### src/rtl/i2s_tx_frame_if.sv
// Frame input port of the I2S/TDM transmitter.
// Handshake: a frame transfers on a falling edge of the serial clock where
// in_valid_i and in_ready_o are both high. While in_valid_i is high and
// in_ready_o is low, the upstream holds in_data_i stable. in_ready_o never
// depends combinationally on in_valid_i.
interface i2s_tx_frame_if #(
  parameter int NUM_CH   = 2,
  parameter int SAMPLE_W = 16
);
  logic [NUM_CH*SAMPLE_W-1:0] in_data_i;   // channel 0 in the MSBs
  logic                       in_valid_i;
  logic                       in_ready_o;

  modport master (output in_data_i, output in_valid_i, input in_ready_o);
  modport slave  (input in_data_i, input in_valid_i, output in_ready_o);
endinterface

### src/rtl/i2s_tx_frame.sv
// Parametrised I2S / left-justified / TDM serial transmitter.
// Frames of NUM_CH samples are queued in a 2-entry buffer, laid out into
// SLOT_W-bit slots (samples MSB-aligned, zero padded below) and shifted out
// MSB first. A frame boundary with an empty buffer sends a muted frame and
// raises underrun_o for that whole frame. Everything moves on the falling
// edge of sclk_i.
module i2s_tx_frame #(
  parameter int SAMPLE_W = 16,
  parameter int SLOT_W   = 16,
  parameter int NUM_CH   = 2,
  parameter int FORMAT   = 0
) (
  input  logic           sclk_i,
  input  logic           rst_i,
  i2s_tx_frame_if.slave  in_if,
  output logic           ws_o,
  output logic           sdata_o,
  output logic           underrun_o,
  output logic           dbg_state_o
);
  localparam int FRAME  = NUM_CH * SLOT_W;
  localparam int DATA_W = NUM_CH * SAMPLE_W;
  localparam int CNT_W  = $clog2(FRAME);
  localparam logic [CNT_W-1:0] LAST    = CNT_W'(FRAME - 1);
  localparam logic [CNT_W-1:0] HALF    = CNT_W'(FRAME / 2);
  localparam logic [CNT_W-1:0] HALF_M1 = CNT_W'(FRAME / 2 - 1);

  // RESET only exists for the first edge after release, which opens frame 0.
  typedef enum logic {ST_RESET = 1'b0, ST_RUN = 1'b1} state_e;

  state_e            state_q, state_d;
  logic [CNT_W-1:0]  cnt_q, cnt_d;
  logic [DATA_W-1:0] fifo_q [2];
  logic [DATA_W-1:0] fifo_d [2];
  logic              wr_ptr_q, wr_ptr_d;
  logic              rd_ptr_q, rd_ptr_d;
  logic [1:0]        count_q, count_d;
  logic              ready_q, ready_d;
  logic [FRAME-1:0]  sh_q, sh_d;
  logic [FRAME-1:0]  head_pad;
  logic              ws_q, ws_d;
  logic              sdata_q, sdata_d;
  logic              underrun_q, underrun_d;
  logic              push, pop, frame_start;

  // Lay the buffer head out into slots: sample MSB-aligned, zeros below.
  always_comb begin
    head_pad = '0;
    for (int c = 0; c < NUM_CH; c++) begin
      head_pad[FRAME-1-c*SLOT_W -: SAMPLE_W] =
        fifo_q[rd_ptr_q][(NUM_CH-1-c)*SAMPLE_W +: SAMPLE_W];
    end
  end

  // Bit counter, frame buffer, serialiser and output next-state.
  always_comb begin
    state_d     = state_q;
    cnt_d       = cnt_q;
    fifo_d      = fifo_q;
    wr_ptr_d    = wr_ptr_q;
    rd_ptr_d    = rd_ptr_q;
    count_d     = count_q;
    sh_d        = sh_q << 1;
    underrun_d  = underrun_q;
    frame_start = 1'b0;
    push        = in_if.in_valid_i & ready_q;

    case (state_q)
      ST_RESET: begin
        state_d     = ST_RUN;
        cnt_d       = '0;
        frame_start = 1'b1;
      end
      ST_RUN: begin
        frame_start = (cnt_q == LAST);
        cnt_d       = frame_start ? '0 : cnt_q + 1'b1;
      end
      default: begin
        state_d = ST_RESET;
      end
    endcase

    // Pop only what was already held before this edge: no same-edge bypass.
    pop = frame_start & (count_q != 2'd0);

    if (frame_start) begin
      sh_d       = pop ? head_pad : '0;
      underrun_d = ~pop;
    end

    if (push) begin
      fifo_d[wr_ptr_q] = in_if.in_data_i;
      wr_ptr_d         = ~wr_ptr_q;
    end
    if (pop) begin
      rd_ptr_d = ~rd_ptr_q;
    end
    case ({push, pop})
      2'b10:   count_d = count_q + 2'd1;
      2'b01:   count_d = count_q - 2'd1;
      default: count_d = count_q;
    endcase
    ready_d = (count_d != 2'd2);

    // Philips mode runs ws one bit ahead and data one bit behind the frame
    // counter; the delayed data bit is whatever left the top of the shift
    // register on the previous period.
    if (FORMAT == 1) begin
      ws_d    = (cnt_d >= HALF);
      sdata_d = sh_d[FRAME-1];
    end else begin
      ws_d    = (cnt_d >= HALF_M1) && (cnt_d != LAST);
      sdata_d = sh_q[FRAME-1];
    end
  end

  // State register; reset flushes the buffer and forces all outputs low.
  always_ff @(negedge sclk_i or negedge rst_i) begin
    if (!rst_i) begin
      state_q    <= ST_RESET;
      cnt_q      <= '0;
      fifo_q[0]  <= '0;
      fifo_q[1]  <= '0;
      wr_ptr_q   <= 1'b0;
      rd_ptr_q   <= 1'b0;
      count_q    <= 2'd0;
      ready_q    <= 1'b0;
      sh_q       <= '0;
      ws_q       <= 1'b0;
      sdata_q    <= 1'b0;
      underrun_q <= 1'b0;
    end else begin
      state_q    <= state_d;
      cnt_q      <= cnt_d;
      fifo_q     <= fifo_d;
      wr_ptr_q   <= wr_ptr_d;
      rd_ptr_q   <= rd_ptr_d;
      count_q    <= count_d;
      ready_q    <= ready_d;
      sh_q       <= sh_d;
      ws_q       <= ws_d;
      sdata_q    <= sdata_d;
      underrun_q <= underrun_d;
    end
  end

  assign ws_o             = ws_q;
  assign sdata_o          = sdata_q;
  assign underrun_o       = underrun_q;
  assign in_if.in_ready_o = ready_q;
  assign dbg_state_o      = state_q;
endmodule

### src/flat_wrapper.sv
// flat-port wrapper written by rule: the top's interface ports become plain ports
module i2s_tx_frame_flat 
#(
  parameter int SAMPLE_W = 16,
  parameter int SLOT_W   = 16,
  parameter int NUM_CH   = 2,
  parameter int FORMAT   = 0
)
  (sclk_i, rst_i, ws_o, sdata_o, underrun_o, dbg_state_o, in_if_in_data_i, in_if_in_valid_i, in_if_in_ready_o);
  i2s_tx_frame_if #(.NUM_CH(NUM_CH), .SAMPLE_W(SAMPLE_W)) in_if_i ();
  input  logic sclk_i;
  input  logic rst_i;
  output logic ws_o;
  output logic sdata_o;
  output logic underrun_o;
  output logic dbg_state_o;
  input wire logic [$bits(in_if_i.in_data_i)-1:0] in_if_in_data_i;
  input wire logic [$bits(in_if_i.in_valid_i)-1:0] in_if_in_valid_i;
  output wire logic [$bits(in_if_i.in_ready_o)-1:0] in_if_in_ready_o;
  assign in_if_i.in_data_i = in_if_in_data_i;
  assign in_if_i.in_valid_i = in_if_in_valid_i;
  assign in_if_in_ready_o = in_if_i.in_ready_o;
  i2s_tx_frame #(.SAMPLE_W(SAMPLE_W), .SLOT_W(SLOT_W), .NUM_CH(NUM_CH), .FORMAT(FORMAT)) u_core (.sclk_i(sclk_i), .rst_i(rst_i), .in_if(in_if_i), .ws_o(ws_o), .sdata_o(sdata_o), .underrun_o(underrun_o), .dbg_state_o(dbg_state_o));
endmodule
### config.mk
export PLATFORM = sky130hd
export DESIGN_NAME = i2s_tx_frame_flat
export DESIGN_NICKNAME = d
export VERILOG_FILES = /design/src/rtl/i2s_tx_frame_if.sv /design/src/rtl/i2s_tx_frame.sv /design/src/flat_wrapper.sv
export SDC_FILE = /design/constraint.sdc
export NUM_CORES = 1
export LEC_CHECK = 0
export CORE_ASPECT_RATIO = 1.1
export CORE_UTILIZATION = 50
export DETAILED_ROUTE_END_ITERATION = 16
export PLACE_DENSITY = 0.74
export REMOVE_ABC_BUFFERS = 1
export SYNTH_ARGS = -nofsm -noshare
export SYNTH_HDL_FRONTEND = slang
export SYNTH_SLANG_ARGS = --single-unit
export TNS_END_PERCENT = 30
### constraint.sdc
create_clock -name sclk_i -period 7 [get_ports sclk_i]
set_clock_uncertainty 0.1 [all_clocks]
set_input_delay 1.4 -clock sclk_i [delete_from_list [all_inputs] [get_ports sclk_i]]
set_output_delay 1.4 -clock sclk_i [all_outputs]
set_load 0.005 [all_outputs]
==> impl_results.md, run 1 <==
* Top delay family on crit path: buffers and inverters
* Endpoints failing hold at 0
* Critical Path Sink Type: flip-flop
* Standard cell with the maximum stage delay on the critical path: sky130_fd_sc_hd__clkdlybuf4s50_1
* Die width at 92.7 microns
* Count of buffers added by post-CTS timing repair for setup at 0
* Hold slack final at 0.196 ns
* Number of cells traversed by the worst hold path at 0
* Worst skew pair latency at 0.33 ns
* Required arrival time at the worst endpoint at 3.58 ns
* Antenna violations before repair at 0
* Clk sink count at 110
* Main combinational cell family by area after synthesis: multiplexers
* Result of the run: completed
* Cell taking the most area after synthesis: sky130_fd_sc_hd__dfrtn_1
* GPL Wtd Cong at 0.720
* Delay contributed by the slowest stage of the critical path at 0.51 ns
* Via count of the first global-routing pass at 2,683
* Avg Vias per Cell at 5.24
* Beginning of the worst hold path: u_core.sh_q[31]$_DFF_NN0_
* Area added between synthesis and finish at 14.2%
* Maximum number of pins on one net before global-route repair at 49
* Largest vdd supply drop at 0.000230 V
* Core region area at 0.00883 sq mm
* Detailed-placement wirelength estimate at 4530 microns
* WL/cell at 15.0 microns
* Synth Area in Simple Gates at 4.73%
* Portion of netlist area occupied by mux cells at 25.4%
* Setup TNS Final at 0 ns
* Reg2reg start: u_core.cnt_q[0]$_DFF_NN0_
* Final nets at 398
* Total iterations of the first detailed-routing run at 4
* Last element of the critical path: u_core.fifo_q[49]$_DFFE_NN0P_
* Final wirelength at 7160 microns
* Pwr Density at 406 mW/mm^2
* Clock buffer depth at 2
* Final worst slack at 0.669 ns
* Kind of start point of the critical path: input pin
* Count of hold buffers inserted by post-cts repair at 0
* Global-route usage over all layers at 17.3%
* TritonCTS Buffers at 9
* Synth Area in Compound Gates at 4.04%
* IO Count at 40
* Count of nets left with antenna violations after detail routing at 0
* Number of remaining DRC errors at 0
* CTS clk-pin slew, worst paths at 0.06 ns
* Total design power at 2.10 mW
* Clock tree from TritonCTS: yes
* Number of H-tree branching levels at 3
* First element of the critical path: in_if_in_valid_i
* Register area share after synthesis at 60.8%
* Arrival time of data at the critical path endpoint at 2.91 ns
* Clock root buffer: sky130_fd_sc_hd__clkbuf_8
* # resized after CTS at 0
* Transition time at the pin with the least slew margin at 0.899 ns
* Largest driver fanout on the critical path at 23
* Ratio of cells with drive above 1 in the final layout at 24.9%
* Final core utilization at 58.5%
* Total via count after detailed routing at 2,495
* Unique cell type count in the Yosys netlist at 29
* Slew headroom at 40.1%
* Overall die area at 0.00944 sq mm
* XOR/XNOR share of the synthesized area at 1.16%
* Wire length of the first global-routing pass at 12,600 microns
* Total grt overflow at 0
* Initial core utilization at 51.3%
* Adder-cell share of the synthesized area at 0.829%
* Setup slack on the worst flop-to-flop path at 4.18 ns
* Die Y-Extent at 102 microns
* Post-Synthesis Cells at 319
* Instance count on the critical path at 5
* Count of port buffers added during placement at 39
* Slew Viols, Final at 0
* Type of the tightest min-delay check: reg2reg
* Worst path bufs/invs at 2
* P_leak at 2.41 nW
* # setup viols final at 0
* Share of the synthesized area in the top cell type at 60.8%
* Antenna Cells at 0
* Number of standard-cell rows in the floorplan at 36
* Cells traversed along the worst timing path: clkdlybuf4s50_1 -> nand2_2 -> or2_2 -> buf_4 -> mux2_4
* Summed instance area of the synthesized netlist at 0.00453 sq mm
* Worst setup slack after placement at 0.311 ns
* Critical path type: in2reg
* R2R cell count at 10
* Yosys warning total at 0
* Main area contributors after synthesis: sky130_fd_sc_hd__dfrtn_1 61%, sky130_fd_sc_hd__mux2_4 9.6%, sky130_fd_sc_hd__mux2_2 8.7%
* Average cell area after synthesis at 14.2 sq um
* Yosys reg bits at 110
* Number of max-cap violations at 0
* First-iteration detailed-routing DRC count at 98
* R2r endpoint: u_core.count_q[1]$_DFF_NN0_
* Setup repair after global routing missed its margin: no
[state kept, by name, indices dropped and copies added (netlist names)]
register and flops:
u_core.in_if.in_ready_o 1, u_core.ws_o 1, u_core.sh_q 32, u_core.count_q 2, u_core.underrun_o 1, u_core.dbg_state_o 1, u_core.rd_ptr_q 1, u_core.fifo_q 64
u_core.cnt_q 5, u_core.wr_ptr_q 1, u_core.sdata_o 1
[cells in the mapped netlist]
| cell | number |
|---|---|
| sky130_fd_sc_hd__or2_2 | 1 |
| sky130_fd_sc_hd__buf_6 | 1 |
| sky130_fd_sc_hd__o21a_1 | 2 |
| sky130_fd_sc_hd__inv_1 | 1 |
| sky130_fd_sc_hd__nand2_1 | 34 |
| sky130_fd_sc_hd__nand2_2 | 1 |
| sky130_fd_sc_hd__ha_1 | 3 |
| sky130_fd_sc_hd__mux2_4 | 29 |
| sky130_fd_sc_hd__xnor2_1 | 4 |
| sky130_fd_sc_hd__mux2i_1 | 32 |
| sky130_fd_sc_hd__and3_1 | 1 |
| sky130_fd_sc_hd__nor2_1 | 4 |
| sky130_fd_sc_hd__conb_1 | 1 |
| sky130_fd_sc_hd__nand3_1 | 2 |
| sky130_fd_sc_hd__and2_1 | 2 |
| sky130_fd_sc_hd__mux2_2 | 35 |
| sky130_fd_sc_hd__o21bai_1 | 1 |
| sky130_fd_sc_hd__buf_12 | 3 |
| sky130_fd_sc_hd__nor3_1 | 1 |
| sky130_fd_sc_hd__nor4_1 | 1 |
| sky130_fd_sc_hd__or2_1 | 1 |
| sky130_fd_sc_hd__o21ai_0 | 31 |
| sky130_fd_sc_hd__o21ai_1 | 1 |
| sky130_fd_sc_hd__clkbuf_1 | 5 |
| sky130_fd_sc_hd__nand2b_1 | 1 |
| sky130_fd_sc_hd__xor2_1 | 2 |
| sky130_fd_sc_hd__dfrtn_1 | 110 |
| sky130_fd_sc_hd__buf_2 | 8 |
| sky130_fd_sc_hd__nor2b_1 | 1 |
[stage by stage]
stage / cells / cell area (sq um)
after detailed placement: 463 / 5020
after CTS: 476 / 5170
final: 476 / 5170
after global placement: 463 / 5020
after floorplan: 302 / 4400
after global routing: 476 / 5170
[cells in the final DEF, fill, tap and decap left out]
cell | netlist | final
sky130_fd_sc_hd__inv_1 | 1 | 1
sky130_fd_sc_hd__nor4_1 | 1 | 1
sky130_fd_sc_hd__o21a_1 | 2 | 2
sky130_fd_sc_hd__clkbuf_8 | 0 | 9
sky130_fd_sc_hd__o21ai_2 | 0 | 1
sky130_fd_sc_hd__nand2_2 | 1 | 1
sky130_fd_sc_hd__buf_12 | 3 | 2
sky130_fd_sc_hd__dfrtn_1 | 110 | 110
sky130_fd_sc_hd__o21ai_0 | 31 | 31
sky130_fd_sc_hd__nor2b_2 | 0 | 1
sky130_fd_sc_hd__clkinvlp_4 | 0 | 1
sky130_fd_sc_hd__ha_1 | 3 | 3
sky130_fd_sc_hd__mux2i_1 | 32 | 32
sky130_fd_sc_hd__clkinv_2 | 0 | 1
sky130_fd_sc_hd__nand2b_1 | 1 | 1
sky130_fd_sc_hd__mux2_2 | 35 | 35
sky130_fd_sc_hd__or2_2 | 1 | 2
sky130_fd_sc_hd__o21bai_1 | 1 | 1
sky130_fd_sc_hd__nand3_1 | 2 | 1
sky130_fd_sc_hd__mux2_4 | 29 | 29
sky130_fd_sc_hd__clkbuf_1 | 5 | 2
sky130_fd_sc_hd__nand3_2 | 0 | 1
sky130_fd_sc_hd__xor2_1 | 2 | 2
sky130_fd_sc_hd__xnor2_1 | 4 | 4
sky130_fd_sc_hd__nor2_1 | 4 | 4
sky130_fd_sc_hd__nand2_1 | 34 | 34
sky130_fd_sc_hd__clkdlybuf4s50_1 | 0 | 38
sky130_fd_sc_hd__buf_4 | 0 | 7
sky130_fd_sc_hd__nor3_1 | 1 | 1
sky130_fd_sc_hd__conb_1 | 1 | 1
sky130_fd_sc_hd__and2_1 | 2 | 2
sky130_fd_sc_hd__and3_1 | 1 | 1
[cell families (layout without fill, tap and decap cells)]
kind of cell / count (synthesis) / after routing
and+or+nand+nor: 50 / 50
buffers and inverters: 18 / 61
AOI/OAI and AO/OA: 35 / 35
DFF: 110 / 110
xor gates and xnor gates: 6 / 6
other: 1 / 1
muxes: 96 / 96
adders and majority gates: 3 / 3
[how the worst min path moves through the flow]
stage / to / slack, ns
after floorplan: u_core.sdata_o$_DFF_NN0_ / 0.19
after global placement: u_core.sdata_o$_DFF_NN0_ / 0.20
after detailed placement: u_core.sdata_o$_DFF_NN0_ / 0.20
after CTS: u_core.sdata_o$_DFF_NN0_ / 0.20
after global routing: u_core.sdata_o$_DFF_NN0_ / 0.21
final: u_core.sdata_o$_DFF_NN0_ / 0.20
[routing by layer]
| layer | up-vias | global-route usage [%] | routed length (microns) |
|---|---|---|---|
| li1 | 1173 | - | - |
| met1 | 1281 | 23.1 | 3420 |
| met2 | 32 | 29.1 | 3440 |
| met3 | 9 | 2.85 | 199 |
| met4 | 0 | 5.68 | 104 |
| met5 | - | 0 | 0 |
[where the power goes]
| part | switching, mW | internal (mW) | total (mW) | leakage (nW) |
|---|---|---|---|---|
| combinational | 0.261 | 0.423 | 0.684 | 1.00 |
| clock | 0.191 | 0.124 | 0.314 | 0.0711 |
| sequential | 0.154 | 0.946 | 1.10 | 1.34 |
| total | 0.606 | 1.49 | 2.10 | 2.41 |
[worst register-to-register path: cells and delay by family, from the launching register on]
| family | cells | cell delay (ns) |
|---|---|---|
| AND/OR/NAND/NOR | 3 | 0.72 |
| adder cells (fa/ha/maj) | 3 | 0.76 |
| buffers and inverters | 2 | 0.41 |
| flip-flops | 1 | 0.38 |
| AO/OA/AOI/OAI | 2 | 0.29 |
[layout make-up]
type | instances | area [sq um]
clock buffers | 11 | 131
clock inverters | 2 | 12.5
fillers | 753 | 3660
inverters | 1 | 3.75
multi-input cells | 191 | 1650
flip-flops and latches | 110 | 2750
well taps | 114 | 143
repair buffers | 47 | 473
No activity file was read; power rests on OpenSTA's default activity.
==> inputs of run 2 (changes only) <==
Settings changed: ABC_CLOCK_PERIOD_IN_PS set to 7000.
==> results of run 2 <==
No change in the layout: final DEF, timing and power equal those of run 1.
==> inputs of run 3 (changes only) <==
Settings changed: CORE_MARGIN set to 3.
==> run 3 against run 2 <==
- via count rose by 0.28%
- hold slack barely moved
- non-clock buffer count did not move
- core utilization rose by 2.9 points
- cell area rose by 2.0%
- clock power rose by 40%
- wire length rose by 2.4%
- first-iteration DRC count rose by 12%
- sequential power barely moved
==> impl_results.md, run 3 (same netlist as run 1, synthesis figures left out) <==
* Register ranked first by flip-flop count: u_core.fifo_q
* Final core utilization at 61.4% (+2.9 points)
* Count of buffers added by post-CTS timing repair for setup at 0 (unchanged)
* Setup repair after global routing missed its margin: no
* Pwr Density at 424 mW/mm^2 (+4.3%)
* Hold EP: u_core.sdata_o$_DFF_NN0_
* Avg Vias per Cell at 5.27 (+0.49%)
* Core region area at 0.00858 sq mm (-2.8%)
* CTS clk-pin slew, worst paths at 0.06 ns (about the same)
* Delay contributed by the slowest stage of the critical path at 0.51 ns (about the same)
* Cells traversed along the worst timing path: clkdlybuf4s50_1
* Highest-count cells in the layout ignoring fill and taps: 110 x sky130_fd_sc_hd__dfrtn_1, 38 x sky130_fd_sc_hd__clkdlybuf4s50_1, 35 x sky130_fd_sc_hd__mux2_2
* Slew headroom at 56.5% (+16 points)
* Arrival time of data at the critical path endpoint at 4.81 ns (+1.90 ns)
* Fraction of met1 tracks used by global routing at 19.9% (-3.2 points)
* Internal portion of total power at 1.62 mW (+8.3%)
* Standard cell with the maximum stage delay on the critical path: sky130_fd_sc_hd__clkdlybuf4s50_1
* Instance count on the critical path at 1 (-4)
* R2R cell count at 9 (-1)
* Largest driver fanout on the critical path at 5 (-78%)
* TritonCTS Buffers at 9 (unchanged)
* Max reg flops at 64 (unchanged)
* Wire length of the first global-routing pass at 12,800 microns (+1.5%)
* Count of hold buffers inserted by post-cts repair at 0 (unchanged)
* Total net switching power at 616 uW (+1.7%)
* Final nets at 398 (unchanged)
* Comb pwr share at 31.0% (-1.6 points)
* GPL Wtd Cong at 0.698 (-3.0%)
* Endpoints failing hold at 0 (unchanged)
* Area added between synthesis and finish at 16.4%
* Result of the run: completed
* Number of standard-cell rows in the floorplan at 35 (-2.8%)
* Required arrival time at the worst endpoint at 5.50 ns (+1.92 ns)
* IO Count at 40 (unchanged)
* Worst path bufs/invs at 1 (-1)
* Setup TNS Final at 0 ns (unchanged)
* Fraction of power spent switching nets at 27.6% (-1.3 points)
* R2r endpoint: u_core.count_q[1]$_DFF_NN0_
* Top delay family on crit path: buffers and inverters
* Antenna violations before repair at 0 (unchanged)
* Most frequent standard cell in the layout excluding fill and tap cells: sky130_fd_sc_hd__dfrtn_1
* Global Route met3 Usage at 3.84% (+0.99 points)
* # setup viols final at 0 (unchanged)
* Die width at 96.7 microns (+4.3%)
* Total grt overflow at 0 (unchanged)
* Type of the tightest min-delay check: reg2reg
* Global-route usage over all layers at 15.3% (-1.9 points)
* GR met2 Demand/Resource at 25.7% (-3.3 points)
* WL/cell at 15.4 microns (+2.7%)
* Initial core utilization at 52.7% (+1.5 points)
* Ratio of cells with drive above 1 in the final layout at 25.5% (+0.69 points)
* Count of nets left with antenna violations after detail routing at 0 (unchanged)
* First-iteration detailed-routing DRC count at 110 (+12%)
* Kind of start point of the critical path: flip-flop
* Fraction of power consumed by sequential logic at 49.2% (-3.2 points)
* Clock root buffer: sky130_fd_sc_hd__clkbuf_8
* Via count of the first global-routing pass at 2,654 (-1.1%)
* P_leak at 2.47 nW (+2.2%)
* Slew Viols, Final at 0 (unchanged)
* Critical path type: reg2out
* Clock tree from TritonCTS: yes
* Transition time at the pin with the least slew margin at 0.652 ns (-0.246 ns)
* Total via count after detailed routing at 2,502 (+0.28%)
* Number of cells traversed by the worst hold path at 0 (unchanged)
* Final wirelength at 7340 microns (+2.4%)
* Setup slack on the worst flop-to-flop path at 4.46 ns (+0.28 ns)
* Largest vdd supply drop at 0.000258 V (+12%)
* Beginning of the worst hold path: u_core.sh_q[31]$_DFF_NN0_
* Overall die area at 0.0102 sq mm (+8.4%)
* Clk sink count at 110 (unchanged)
* Total placed cells including tap cells at 460 (-0.65%)
* Antenna Cells at 0 (unchanged)
* Number of max-cap violations at 0 (unchanged)
* # resized after CTS at 0 (unchanged)
* Total design power at 2.23 mW (+6.4%)
* Non-filler instance count after layout at 475 (-0.21%)
* Number of H-tree branching levels at 3 (unchanged)
* Count of port buffers added during placement at 39 (unchanged)
* Die Y-Extent at 106 microns (+3.9%)
* Largest regs: u_core.fifo_q x64, u_core.sh_q x32, u_core.cnt_q x5
* Detailed-placement wirelength estimate at 4580 microns (+1.1%)
* Portion of total power attributed to the clock network at 19.7% (+4.7 points)
* Hold slack final at 0.195 ns (-0.000351 ns)
* Maximum number of pins on one net before global-route repair at 43 (-12%)
* Total iterations of the first detailed-routing run at 4 (unchanged)
* Clock buffer depth at 2 (unchanged)
* Reg2reg start: u_core.cnt_q[0]$_DFF_NN0_
* Most utilized layer in the global route result: met2
* Number of remaining DRC errors at 0 (unchanged)
* Critical Path Sink Type: output pin
* Worst skew pair latency at 0.34 ns (about the same)
run 3: layout make-up:
cell class | count | area [sq um]
fillers | 699 | 3310
flip-flops and latches | 110 | 2750
multi-input cells | 191 | 1650
repair buffers | 47 | 485
clock buffers | 11 | 141
well taps | 111 | 139
clock inverters | 4 | 95.1
inverters | 1 | 3.75
run 3: power groups by stage:
| stage | Combinational, mW | Sequential [mW] | Clock, mW |
|---|---|---|---|
| 2_1_floorplan | 0.531 | 1.08 | 0 |
| 3_5_place_dp | 0.703 | 1.11 | 0 |
| 4_1_cts | 0.705 | 1.10 | 0.454 |
| 5_1_grt | 0.762 | 1.14 | 0.477 |
| 3_3_place_gp | 0.675 | 1.09 | 0 |
| 6_report | 0.693 | 1.10 | 0.440 |
run 3: worst max path at each step:
stage,end,startpoint,slack (ns)
2_1_floorplan,u_core.fifo_q[32]$_DFFE_NN0P_,in_if_in_valid_i,0.22
3_3_place_gp,u_core.fifo_q[45]$_DFFE_NN0P_,in_if_in_valid_i,0.42
3_5_place_dp,u_core.fifo_q[50]$_DFFE_NN0P_,in_if_in_valid_i,0.40
4_1_cts,dbg_state_o,u_core.dbg_state_o$_DFF_NN0_,0.67
5_1_grt,in_if_in_ready_o,u_core.in_if.in_ready_o$_DFF_NN0_,0.62
6_report,dbg_state_o,u_core.dbg_state_o$_DFF_NN0_,0.69
run 3: stage by stage:
| stage | worst slack, ns | cell area (sq um) |
|---|---|---|
| 2_1_floorplan | 0.221 | 4400 |
| 3_3_place_gp | 0.420 | 5030 |
| 3_5_place_dp | 0.396 | 5030 |
| 4_1_cts | 0.666 | 5270 |
| 5_1_grt | 0.623 | 5270 |
| 6_report | 0.692 | 5270 |
run 3: worst register-to-register path, delay by kind of cell, from the launching register on:
| kind | cells | cell delay (ns) |
|---|---|---|
| AOI/OAI and AO/OA | 2 | 0.32 |
| DFF | 1 | 0.38 |
| buffers and inverters | 1 | 0.06 |
| adders and majority gates | 3 | 0.77 |
| and+or+nand+nor | 3 | 0.74 |
run 3: per-layer routing:
layer	wire length, microns	vias up
li1	-	1171
met1	3380	1289
met2	3620	36
met3	258	6
met4	73	0
met5	0	-
==> RTL change (settings of run 2) <==
`FORMAT` is set to 0 in 2 places; all go to 1.
--- a/src/rtl/i2s_tx_frame.sv
+++ b/src/rtl/i2s_tx_frame.sv
@@ -9,5 +9,5 @@
   parameter int SLOT_W   = 16,
   parameter int NUM_CH   = 2,
-  parameter int FORMAT   = 0
+  parameter int FORMAT   = 1
 ) (
   input  logic           sclk_i,
--- a/src/flat_wrapper.sv
+++ b/src/flat_wrapper.sv
@@ -5,5 +5,5 @@
   parameter int SLOT_W   = 16,
   parameter int NUM_CH   = 2,
-  parameter int FORMAT   = 0
+  parameter int FORMAT   = 1
 )
   (sclk_i, rst_i, ws_o, sdata_o, underrun_o, dbg_state_o, in_if_in_data_i, in_if_in_valid_i, in_if_in_ready_o);
Behaviour: same outputs for any inputs over 10 cycles, from zero or initial values and one cycle with rst_i low; that may be too few to reach the edited logic, so the function may still have changed.
==> RTL change against run 2 <==
- non-clock buffer count decreased by 1
- register-to-register slack improved by 0.50 ns
- global-route usage increased by 0.34 points
- worst setup slack improved by 0.021 ns
- sequential cell count decreased by 2
- area after synthesis decreased by 1.0%
- total power increased by 4.6%
- hold slack improved by 0.098 ns
- combinational power increased by 1%
- wire length increased by 1.6%
- cell area increased by 0.41%
- critical endpoint is now dbg_state_o
- largest cell class unchanged
- highest routed layer unchanged
==> RTL change: results (changes against run 2) <==
Global routing
  – Tot GR Track Use: 17.62% (+0.34 points)

Synthesis
  – Sequential element share of the synthesized area: 60.32% (-0.49 points)
  – Post-Synthesis Cells: 318 (-0.31%)
  – Area contributors post-synth: dfrtn_1 60%, mux2_4 9.7%, mux2_2 8.8%, mux2i_1 7.1%, o21ai_0 3.6%
  – Multiplexer share of the synthesized area: 25.66% (+0.26 points)
  – Synth cell types: 27 (-6.9%)
  – Post-Synth XOR/XNOR Area: 1.173% (+0.012 points)

Power and ir drop
  – Worst IR drop on VDD: 0.1683 mV (-27%)
  – Total combinational power: 692 µW (+1%)
  – Leakage: 2.419 nW (+0.26%)
  – Switching Share: 28.38% (-0.49 points)

Final layout
  – Fill cells: 676 (-10%)
  – Share of cells above drive strength 1: 25.14% (+0.28 points)

Setup path
  – Register-to-register setup slack: 4.68 ns (+0.50 ns)
  – Worst setup startpoint: u_core.dbg_state_o$_DFF_NN0_
  – Critical path arrival: 4.81 ns (+1.90 ns)

Placed design
  – Pre-CTS setup slack: 0.3955 ns (+0.08437 ns)
  – DP HPWL: 4407 µm (-2.7%)
  – GP Congestion: 0.6881 (-4.4%)

Hold path
  – Start point of the worst hold path: u_core.cnt_q[0]$_DFF_NN0_
  – Hold Path Stages: 1 (+1)
  – Hold endpoint: u_core.cnt_q[0]$_DFF_NN0_

Status
  – Status: complete, no violations

Drt
  – Average wire per standard cell: 15.38 µm (+2.3%)
  – Initial drt markers: 115 (+17%)
[RTL change: per-stage QoR]
step,area [µm²],hold WS (ns),total power [mW]
global placement,4971,0.2857,1.766
floorplan,4347,0.2641,1.608
global route,5189,0.3171,2.335
CTS,5189,0.2930,2.216
detailed placement,4971,0.2917,1.799
finish,5189,0.2938,2.194
[RTL change: per-layer routing]
metal | GRT usage, % | share of wire (%) | wire, µm
met3 | 3.829 | 3.3 | 240
met5 | 0 | 0 | 0
met4 | 5.409 | 1.1 | 81
met2 | 27.50 | 48 | 3457
met1 | 24.99 | 48 | 3497
[RTL change: cell type report]
type	instances	share of cell area, %
Clock buffer	12	2.797
Clock inverter	4	1.399
Inverter	2	0.1447
Multi-Input combinational cell	190	31.69
Sequential cell	108	52.09
Tap cell	111	2.677
Timing Repair Buffer	46	9.211
